===== config.mk =====
export PLATFORM = sky130hd
export DESIGN_NAME = red_pitaya_adc_decim
export DESIGN_NICKNAME = d
export VERILOG_FILES = /design/src/rtl/red_pitaya_adc_pkg.sv /design/src/rtl/red_pitaya_decim_ch.sv /design/src/rtl/red_pitaya_adc_decim.sv
export SDC_FILE = /design/constraint.sdc
export NUM_CORES = 1
export LEC_CHECK = 0
export CAP_MARGIN = 0
export CORE_MARGIN = 3
export CORE_UTILIZATION = 40
export DETAILED_ROUTE_END_ITERATION = 10
export PLACE_DENSITY_LB_ADDON = 0.15
export SYNTH_ARGS = -nofsm -noshare
export SYNTH_HDL_FRONTEND = slang
export SYNTH_HIERARCHICAL = 1
export SYNTH_SLANG_ARGS = --single-unit

===== constraint.sdc =====
create_clock -name adc_clk_i -period 5.38 [get_ports adc_clk_i]
set_clock_uncertainty 0.15 [all_clocks]
set_input_delay 1.076 -clock adc_clk_i [delete_from_list [all_inputs] [get_ports adc_clk_i]]
set_output_delay 1.076 -clock adc_clk_i [all_outputs]
set_load 0.02 [all_outputs]

===== src/rtl/red_pitaya_adc_pkg.sv =====
// ----------------------------------------------------------------------------
// red_pitaya_adc_pkg
// Shared constants and lookup helpers for the two-channel ADC decimator.
//   ADC_ADW           : default ADC sample width (two's complement)
//   ADC_CW            : default window counter width (holds 65535)
//   dec_last(sel)     : last counter index of the window (N-1) for a select
//   dec_shift(sel)    : log2(N) for a select, used to scale the window sum
// Selects 6 and 7 fall through to the N = 1 entry.
// ----------------------------------------------------------------------------
package red_pitaya_adc_pkg;

    localparam int ADC_ADW = 14;
    localparam int ADC_CW  = 17;

    function automatic logic [ADC_CW-1:0] dec_last(input logic [2:0] sel);
        logic [ADC_CW-1:0] v;
        case (sel)
            3'd1:    v = 17'd7;
            3'd2:    v = 17'd63;
            3'd3:    v = 17'd1023;
            3'd4:    v = 17'd8191;
            3'd5:    v = 17'd65535;
            default: v = 17'd0;
        endcase
        return v;
    endfunction

    function automatic logic [4:0] dec_shift(input logic [2:0] sel);
        logic [4:0] v;
        case (sel)
            3'd1:    v = 5'd3;
            3'd2:    v = 5'd6;
            3'd3:    v = 5'd10;
            3'd4:    v = 5'd13;
            3'd5:    v = 5'd16;
            default: v = 5'd0;
        endcase
        return v;
    endfunction

endpackage


===== src/rtl/red_pitaya_decim_ch.sv =====
// ----------------------------------------------------------------------------
// red_pitaya_decim_ch
// One decimator channel: optional window accumulator plus the output register.
// Window bookkeeping (counter, restart, strobe) lives in the parent.
// Build option: ADC_DECIM_AVG_EN selects boxcar averaging; without it the
// channel outputs the last raw sample of each window (plain subsample).
// Ports:
//   i_clk      : ADC clock
//   i_rstn     : asynchronous active-low reset
//   i_dat      : input sample, two's complement
//   i_restart  : discard this sample and start a new window
//   i_last     : this sample closes the current window
//   i_shift    : log2(window size) (averaging build only)
//   o_dat      : decimated sample, held between strobes
// ----------------------------------------------------------------------------
module red_pitaya_decim_ch
    import red_pitaya_adc_pkg::*;
#(
    parameter int ADW = ADC_ADW,
    parameter int CW  = ADC_CW
) (
    input  logic           i_clk,
    input  logic           i_rstn,
    input  logic [ADW-1:0] i_dat,
    input  logic           i_restart,
    input  logic           i_last,
`ifdef ADC_DECIM_AVG_EN
    input  logic [4:0]     i_shift,
`endif
    output logic [ADW-1:0] o_dat
);

    logic [ADW-1:0] r_dat;

`ifdef ADC_DECIM_AVG_EN
    localparam int AW = ADW + CW;

    logic signed [AW-1:0]  r_acc;
    logic signed [AW-1:0]  w_sum;
    logic signed [ADW-1:0] w_avg;

    // Closing sample is folded in combinationally so the result is
    // registered one cycle after the last sample is presented.
    assign w_sum = r_acc + {{CW{i_dat[ADW-1]}}, i_dat};
    // Arithmetic shift floors toward -inf; the result always fits in ADW.
    assign w_avg = ADW'(w_sum >>> i_shift);

    always_ff @(posedge i_clk or negedge i_rstn) begin
        if (!i_rstn) begin
            r_acc <= '0;
            r_dat <= '0;
        end else if (i_restart) begin
            r_acc <= '0;
        end else if (i_last) begin
            r_acc <= '0;
            r_dat <= w_avg;
        end else begin
            r_acc <= w_sum;
        end
    end
`else
    always_ff @(posedge i_clk or negedge i_rstn) begin
        if (!i_rstn) begin
            r_dat <= '0;
        end else if (!i_restart && i_last) begin
            r_dat <= i_dat;
        end
    end
`endif

    assign o_dat = r_dat;

endmodule


===== src/rtl/red_pitaya_adc_decim.sv =====
// ----------------------------------------------------------------------------
// red_pitaya_adc_decim
// Two-channel power-of-two decimator for the ADC front-end. Each output is
// the boxcar average (ADC_DECIM_AVG_EN defined) or the last raw sample
// (ADC_DECIM_AVG_EN undefined) of a window of N = 1/8/64/1024/8192/65536.
// Ports:
//   adc_clk_i    : ADC clock, sole clock
//   adc_rstn_i   : asynchronous active-low reset
//   adc_dat_a_i  : channel A sample, one per cycle
//   adc_dat_b_i  : channel B sample, one per cycle
//   dec_sel_i    : window select (0..5; 6 and 7 act as 0)
//   dec_clr_i    : restart the current window
//   dat_a_o      : channel A decimated sample
//   dat_b_o      : channel B decimated sample
//   dat_v_o      : output strobe
// Output protocol: valid-only, no backpressure. dat_v_o is high for exactly
// one cycle per completed window (continuously for N = 1); dat_a_o/dat_b_o
// are valid in that cycle and hold their value until the next strobe.
// ----------------------------------------------------------------------------
module red_pitaya_adc_decim
    import red_pitaya_adc_pkg::*;
#(
    parameter int ADW = ADC_ADW,
    parameter int CW  = ADC_CW
) (
    input  logic           adc_clk_i,
    input  logic           adc_rstn_i,
    input  logic [ADW-1:0] adc_dat_a_i,
    input  logic [ADW-1:0] adc_dat_b_i,
    input  logic [2:0]     dec_sel_i,
    input  logic           dec_clr_i,
    output logic [ADW-1:0] dat_a_o,
    output logic [ADW-1:0] dat_b_o,
    output logic           dat_v_o
);

    logic [2:0]    r_sel;
    logic [CW-1:0] r_cnt;
    logic          r_vld;

    logic          w_restart;
    logic          w_last;

    // Any select change restarts the window, even between selects that
    // share a window size (e.g. 0 -> 6).
    assign w_restart = (dec_sel_i != r_sel) || dec_clr_i;
    assign w_last    = (r_cnt == CW'(dec_last(r_sel)));

    always_ff @(posedge adc_clk_i or negedge adc_rstn_i) begin
        if (!adc_rstn_i) begin
            r_sel <= '0;
            r_cnt <= '0;
            r_vld <= 1'b0;
        end else if (w_restart) begin
            r_sel <= dec_sel_i;
            r_cnt <= '0;
            r_vld <= 1'b0;
        end else if (w_last) begin
            r_cnt <= '0;
            r_vld <= 1'b1;
        end else begin
            r_cnt <= r_cnt + CW'(1);
            r_vld <= 1'b0;
        end
    end

`ifdef ADC_DECIM_AVG_EN
    logic [4:0] w_shift;
    assign w_shift = dec_shift(r_sel);
`endif

    red_pitaya_decim_ch #(
        .ADW (ADW),
        .CW  (CW)
    ) u_ch_a (
        .i_clk     (adc_clk_i),
        .i_rstn    (adc_rstn_i),
        .i_dat     (adc_dat_a_i),
        .i_restart (w_restart),
        .i_last    (w_last),
`ifdef ADC_DECIM_AVG_EN
        .i_shift   (w_shift),
`endif
        .o_dat     (dat_a_o)
    );

    red_pitaya_decim_ch #(
        .ADW (ADW),
        .CW  (CW)
    ) u_ch_b (
        .i_clk     (adc_clk_i),
        .i_rstn    (adc_rstn_i),
        .i_dat     (adc_dat_b_i),
        .i_restart (w_restart),
        .i_last    (w_last),
`ifdef ADC_DECIM_AVG_EN
        .i_shift   (w_shift),
`endif
        .o_dat     (dat_b_o)
    );

    assign dat_v_o = r_vld;

endmodule

==> impl_metrics.env, run 1 <==
export IMPL_ant_nets=0
export IMPL_yosys_warnings=6
export IMPL_die_x_um=81.7
export IMPL_synth_top_family_by_area="multiplexers"
export IMPL_worst_slew_pin_slew_ns=0.592
export IMPL_dp_cells=299
export IMPL_slew_headroom_pct=60.5
export IMPL_syn_area_mm2=0.00229
export IMPL_htreeDepth=2
export IMPL_status="finished, final reports clean"
export IMPL_die_h_um=81.7
export IMPL_final_setup_worst_slack_ns=2.31
export IMPL_synth_simple_gate_area_share_pct=13.2
export IMPL_via_per_inst=4.79
export IMPL_path_buf_inv=1
export IMPL_path_clk_slew_ns=0.09
export IMPL_synthAdderAreaFrac_pct=1.09
export IMPL_synth_top_area_cell="dfrtp_1"
export IMPL_cp_start_kind="primary input"
export IMPL_reg2reg_to="u_ch_a/o_dat[10]$_DFFE_PN0P_"
export IMPL_p_switching_mw=0.230
export IMPL_slowest_stage="or4_4"
export IMPL_path_delay_family="simple AND/OR/NAND/NOR gates"
export IMPL_insertion_delay_ns=0.30
export IMPL_place_congestion=0.717
export IMPL_grt_pass1_wl_um=7030
export IMPL_worstHoldPathType="reg2reg"
export IMPL_dr_pass1_iters=4
export IMPL_hold_path_endpoint="r_cnt[0]$_DFF_PN0_"
export IMPL_synth_cell_types=31
export IMPL_regArea_mm2=0.00123
export IMPL_cts_tree="done"
export IMPL_n_antenna_cell=0
export IMPL_hold_ws_ns=0.336
export IMPL_avgRoutedWirePerCell_um=13.8
export IMPL_drcViolationCount=0
export IMPL_netSwitchingFraction_pct=25.3
export IMPL_placementRows=26
export IMPL_die_area_mm2=0.00667
export IMPL_fin_crit_sh_pct=57.1
export IMPL_synth_top_area_share_pct=53.5
export IMPL_synth_nets=210
export IMPL_seq_area_frac_synth_pct=53.5
export IMPL_total_power_mw=0.908
export IMPL_start_util_pct=43.0
export IMPL_setup_viol=0
export IMPL_fillCellCount=466
export IMPL_cp_cell_sequence="clkdlybuf4s50_1, xor2_1, or4_4, nor2b_4, mux2_2"
export IMPL_antenna_found_initial=0
export IMPL_hold_start="r_cnt[0]$_DFF_PN0_"
export IMPL_p_leak_nw=1.32
export IMPL_rrSetupSlack_ns=2.55
export IMPL_critical_path_class="in2reg"
export IMPL_arrival_ns=3.10
export IMPL_ys_ff_latch=49
export IMPL_cp_slowest_stage_delay_ns=0.58
export IMPL_cts_buffers=5
export IMPL_num_vias=1467
export IMPL_wirelength_um=4230
export IMPL_power_density_mw_per_mm2=301
export IMPL_cts_root_buf="clkbuf_8"
export IMPL_grt_pass1_vias=1475
export IMPL_end_kind="register"
export IMPL_synth_area_leaders="dfrtp_1 (53%), mux2_4 (13%), xor2_1 (5.3%)"
export IMPL_grt_overflow_total=0
export IMPL_drt_initial_drc_count=62
export IMPL_slew_viol_final=0
export IMPL_maxCapViolCount=0
export IMPL_ctsResizeCount=0
export IMPL_timing_fmax_mhz=326
export IMPL_avgSynthCellArea_um2=13.2
export IMPL_muxShareOfSynthArea_pct=18.3
export IMPL_dp_slack_ns=1.98
export IMPL_fin_cells=306
export IMPL_final_layout_size_suffix_gt1_share_pct=18.2
export IMPL_io_buffer_count=62
export IMPL_io_pins=63
export IMPL_setup_tns_final_ns=0
export IMPL_synth_compound_area_share_pct=2.84
export IMPL_placed_area_mm2=0.00292
export IMPL_core_mm2=0.00534
export IMPL_rr_startpoint="r_sel[1]$_DFFE_PN0N_"
export IMPL_hpwl_um=2970
export IMPL_postLayoutCoreUtil_pct=56.6
export IMPL_vdd_drop_max_v=0.000124
export IMPL_cts_sinks=49
export IMPL_power_frac_comb_pct=25.4
export IMPL_synth_xor_area_share_pct=6.88
export IMPL_min_path_cells=1
export IMPL_multiInputGateArea_um2=970
export IMPL_reg2reg_depth=8
export IMPL_p_int_mw=0.679
export IMPL_cts_buffer_depth=2
export IMPL_postSynthCellCount=174
export IMPL_pwr_share_seq_pct=47.3
export IMPL_post_route_min_period_ns=3.07
export IMPL_grt_util_all_layers_pct=13.6
export IMPL_crit_required_ns=5.41
export IMPL_crit_fanout=14
export IMPL_grt_max_degree=50
export IMPL_cts_hold_fix_buffers=0
export IMPL_rsz0062_at_grt="false"
export IMPL_area_growth_synth_to_final_pct=31.8
export IMPL_finalNetCount=272
export IMPL_clkPwrFrac_pct=27.4
export IMPL_hold_viol=0
export IMPL_final_area_mm2=0.00302
export IMPL_cts_setup_buffers=0
==> state kept, by name, summed over array words and instances, names as in the netlist <==
| register | flops |
|---|---|
| r_cnt | 17 |
| u_ch_a/o_dat | 14 |
| u_ch_b/o_dat | 14 |
| dat_v_o | 1 |
| r_sel | 3 |
==> cell usage in the layout, fill, tap and decap left out, types with 2 or more instances in the layout <==
master	count
mux2i_1	3
xnor2_1	4
and3_1	3
dfrtp_1	49
clkbuf_8	5
nand4_1	4
ha_1	2
inv_1	3
nor2_1	20
nor4_1	3
clkdlybuf4s50_1	61
xor2_1	14
mux2_4	20
mux2_2	8
nand2_1	10
nor2b_4	2
nand3_1	6
nor3_1	3
==> worst max-delay path by stage <==
stage / start / endpoint / cells past startpoint / slack, ns
finish: dec_sel_i[1] / u_ch_a/o_dat[10]$_DFFE_PN0P_ / 5 / 2.31
global route: dec_sel_i[0] / u_ch_a/o_dat[10]$_DFFE_PN0P_ / 5 / 2.21
CTS: dec_sel_i[1] / u_ch_a/o_dat[10]$_DFFE_PN0P_ / 5 / 2.29
detailed placement: dec_sel_i[1] / u_ch_a/o_dat[10]$_DFFE_PN0P_ / 5 / 1.98
global placement: dec_sel_i[1] / u_ch_a/o_dat[12]$_DFFE_PN0P_ / 5 / 2.00
floorplan: dec_sel_i[1] / u_ch_a/o_dat[0]$_DFFE_PN0P_ / 6 / 2.67
==> synth_stat cells (all sizes together) <==
| library cell | number |
|---|---|
| inv | 3 |
| buf | 5 |
| nand2b | 1 |
| and3 | 3 |
| a31o | 1 |
| mux2i | 3 |
| or4 | 2 |
| a21oi | 1 |
| or3 | 1 |
| ha | 2 |
| nor4 | 3 |
| nand4b | 1 |
| o21ba | 1 |
| o21ai | 1 |
| clkbuf | 3 |
| dfrtp | 49 |
| nand3b | 1 |
| a2111oi | 1 |
| nor3 | 3 |
| xnor2 | 4 |
| nand3 | 6 |
| nand4 | 4 |
| xor2 | 14 |
| and2 | 1 |
| mux2 | 28 |
| nand2 | 10 |
| nor2 | 20 |
| nor2b | 2 |
==> worst reg2reg max path: cells and delay by family (launching register included) <==
family	cells	cell delay [ns]
DFF	1	0.42
buffers and inverters	2	0.18
adders and majority gates	1	0.31
AOI/OAI and AO/OA	1	0.42
and+or+nand+nor	3	0.84
muxes	1	0.40
==> power groups by stage <==
stage          Sequential [mW]  Clock [mW]  Combinational, mW
2_1_floorplan            0.484           0             0.0667
3_3_place_gp             0.437           0              0.232
3_5_place_dp             0.437           0              0.233
4_1_cts                  0.430       0.260              0.234
5_1_grt                  0.435       0.271              0.246
6_report                 0.429       0.249              0.230
==> final cells by class <==
type,count,share of cell area [%]
clock buffers,5,2.28
clock inverters,2,1.16
inverters,3,0.373
multi-input cells,114,32.1
flip-flops and latches,49,40.6
well taps,70,2.90
repair buffers,63,20.6
==> kinds of logic after synthesis <==
group / after synthesis
fa+ha+maj: 2
mux: 31
simple gates: 58
xor+xnor: 18
buf+inv: 11
flops: 49
compound gates: 5
==> metal layers <==
layer  wire length, um  GRT usage (%)
met5                 0              0
met4                46           3.99
met3               352           3.62
met2              1800           20.0
met1              2030           19.8
(Power assumes the default switching activity.)
==> run 2, diff against run 1 <==
Clock period 5.38 ns to 2.7 ns, I/O delays scaled along.
==> run 2 against run 1 <==
Count of clock-buffer cells in the layout increased by 1. Highest routed layer unchanged. Register-to-register slack worse by 2.4 ns. Via count down 0.55%. Critical path type is now reg2reg.
==> impl_metrics.env, run 2 (synthesized netlist as in run 1, its figures left out) <==
export IMPL_status="finished, final reports clean"
export IMPL_largest_register_ffs=17
export IMPL_fin_crit_sh_pct=93.0
export IMPL_insertion_delay_ns=0.30
export IMPL_rsz0062_at_grt="false"
export IMPL_cp_slowest_stage_delay_ns=0.39
export IMPL_reg2reg_to="u_ch_a/o_dat[2]$_DFFE_PN0P_"
export IMPL_wirelength_um=4390
export IMPL_final_cell_mix="clkdlybuf4s50_1 (61), dfrtp_1 (49), nor2_1 (20), mux2_4 (20), xor2_1 (14)"
export IMPL_crit_required_ns=2.74
export IMPL_dp_slack_ns=0.0390
export IMPL_io_pins=63
export IMPL_reg2reg_depth=9
export IMPL_final_layout_size_suffix_gt1_share_pct=20.2
export IMPL_setup_viol=0
export IMPL_drcViolationCount=0
export IMPL_cts_buffer_depth=2
export IMPL_fillCellCount=458
export IMPL_drt_initial_drc_count=22
export IMPL_start_util_pct=43.0
export IMPL_grt_pass1_vias=1425
export IMPL_grt_pass1_wl_um=7040
export IMPL_place_congestion=0.725
export IMPL_layout_commonest_cell="clkdlybuf4s50_1"
export IMPL_cts_tree="done"
export IMPL_die_area_mm2=0.00667
export IMPL_regMostFlops="r_cnt"
export IMPL_grt_overflow_total=0
export IMPL_htreeDepth=2
export IMPL_antenna_found_initial=0
export IMPL_slowest_stage="dfrtp_1"
export IMPL_die_h_um=81.7
export IMPL_cts_hold_fix_buffers=0
export IMPL_dr_pass1_iters=4
export IMPL_avgRoutedWirePerCell_um=14.1
export IMPL_vdd_drop_max_v=0.000243
export IMPL_finalNetCount=277
export IMPL_placed_area_mm2=0.00298
export IMPL_ant_nets=0
export IMPL_path_clk_slew_ns=0.09
export IMPL_startpoint="r_sel[1]$_DFFE_PN0N_"
export IMPL_hold_viol=0
export IMPL_power_density_mw_per_mm2=560
export IMPL_grt_util_all_layers_pct=14.0
export IMPL_crit_top_cell="inv_1"
export IMPL_setup_tns_final_ns=0
export IMPL_via_per_inst=4.68
export IMPL_n_antenna_cell=0
export IMPL_critical_path_class="reg2reg"
export IMPL_core_mm2=0.00534
export IMPL_slew_viol_final=0
export IMPL_post_route_min_period_ns=2.51
export IMPL_slew_headroom_pct=62.7
export IMPL_total_power_mw=1.74
export IMPL_arrival_ns=2.55
export IMPL_end_kind="register"
export IMPL_io_buffer_count=62
export IMPL_hpwl_um=3160
export IMPL_num_vias=1459
export IMPL_p_leak_nw=1.34
export IMPL_fin_cells=312
export IMPL_critPathCapture="u_ch_a/o_dat[2]$_DFFE_PN0P_"
export IMPL_cp_cell_sequence="inv_1, ha_4, nand4b_1, a2111oi_4, nand3_1, inv_1, nor2b_4, clkbuf_16, mux2_4"
export IMPL_dp_cells=302
export IMPL_grt_max_degree=27
export IMPL_cts_root_buf="clkbuf_8"
export IMPL_worstHoldPathType="in2async"
export IMPL_final_area_mm2=0.00311
export IMPL_maxCapViolCount=0
export IMPL_timing_fmax_mhz=398
export IMPL_cts_buffers=5
export IMPL_placementRows=26
export IMPL_rrSetupSlack_ns=0.19
export IMPL_crit_fanout=7
export IMPL_cp_start_kind="register"
export IMPL_die_x_um=81.7
export IMPL_area_growth_synth_to_final_pct=35.7
export IMPL_worst_slew_pin_slew_ns=0.559
export IMPL_final_setup_worst_slack_ns=0.190
export IMPL_rr_startpoint="r_sel[1]$_DFFE_PN0N_"
export IMPL_cts_sinks=49
-- run 2: cell count changes in the layout (fill, tap and decap cells not counted), sizes merged --
| cell | previous run | this run |
|---|---|---|
| clkbuf | 5 | 7 |
| clkinv | 1 | 0 |
| bufinv | 1 | 0 |
| clkinvlp | 0 | 2 |
| buf | 2 | 6 |
-- run 2: per-stage QoR --
step / hold WS [ns] / utilization, %
floorplan: 0.0944 / -
global placement: 0.322 / 55.8
detailed placement: 0.322 / 55.8
CTS: 0.0839 / 57.5
global route: 0.0980 / 58.3
finish: 0.0679 / 58.3
-- run 2: layout make-up --
class                      count  area, um2  area share (%)
timing repair buffer          68        716            23.0
sequential                    49       1230            39.4
inverter                       3       11.3           0.362
tap                           70       87.6            2.82
clock inverter                 2       15.0           0.483
clock buffer                   6       72.6            2.33
multi-input combinational    114        982            31.6
-- run 2: worst min path at each step --
stage,cells after the start,start,end,slack (ns)
2_1_floorplan,0,adc_rstn_i,dat_v_o$_DFF_PN0_,0.09
3_3_place_gp,1,r_cnt[0]$_DFF_PN0_,r_cnt[0]$_DFF_PN0_,0.32
3_5_place_dp,1,r_cnt[0]$_DFF_PN0_,r_cnt[0]$_DFF_PN0_,0.32
4_1_cts,1,adc_rstn_i,u_ch_b/o_dat[4]$_DFFE_PN0P_,0.08
5_1_grt,1,adc_rstn_i,u_ch_b/o_dat[4]$_DFFE_PN0P_,0.1
6_report,1,adc_rstn_i,u_ch_b/o_dat[4]$_DFFE_PN0P_,0.07
-- run 2: worst max-delay path, delay by kind of cell, from the launching register on --
kind	cells	cell delay, ns
and+or+nand+nor	3	0.59
buffers and inverters	3	0.41
DFF	1	0.39
AOI/OAI and AO/OA	1	0.35
muxes	1	0.30
adders and majority gates	1	0.22
-- run 2: layer usage --
layer  GRT usage [%]  vias up  wire length [um]
met5               0        -                 0
met4            4.49        0                54
met3            5.26        4               314
met2            20.7       38              1930
met1            19.2      686              2090
li1                -      731                 -
-- run 2: where the power goes --
group	switching, mW	internal [mW]	total, mW
sequential	0.0419	0.813	0.855
clock	0.236	0.183	0.418
combinational	0.191	0.279	0.470
total	0.469	1.27	1.74
-- run 2: repair_timing --
action                                  CTS  global route
gates resized for setup                   0             1
endpoints found under the hold margin     0             0
setup buffers                             0             1
endpoints found under the setup margin    0            28
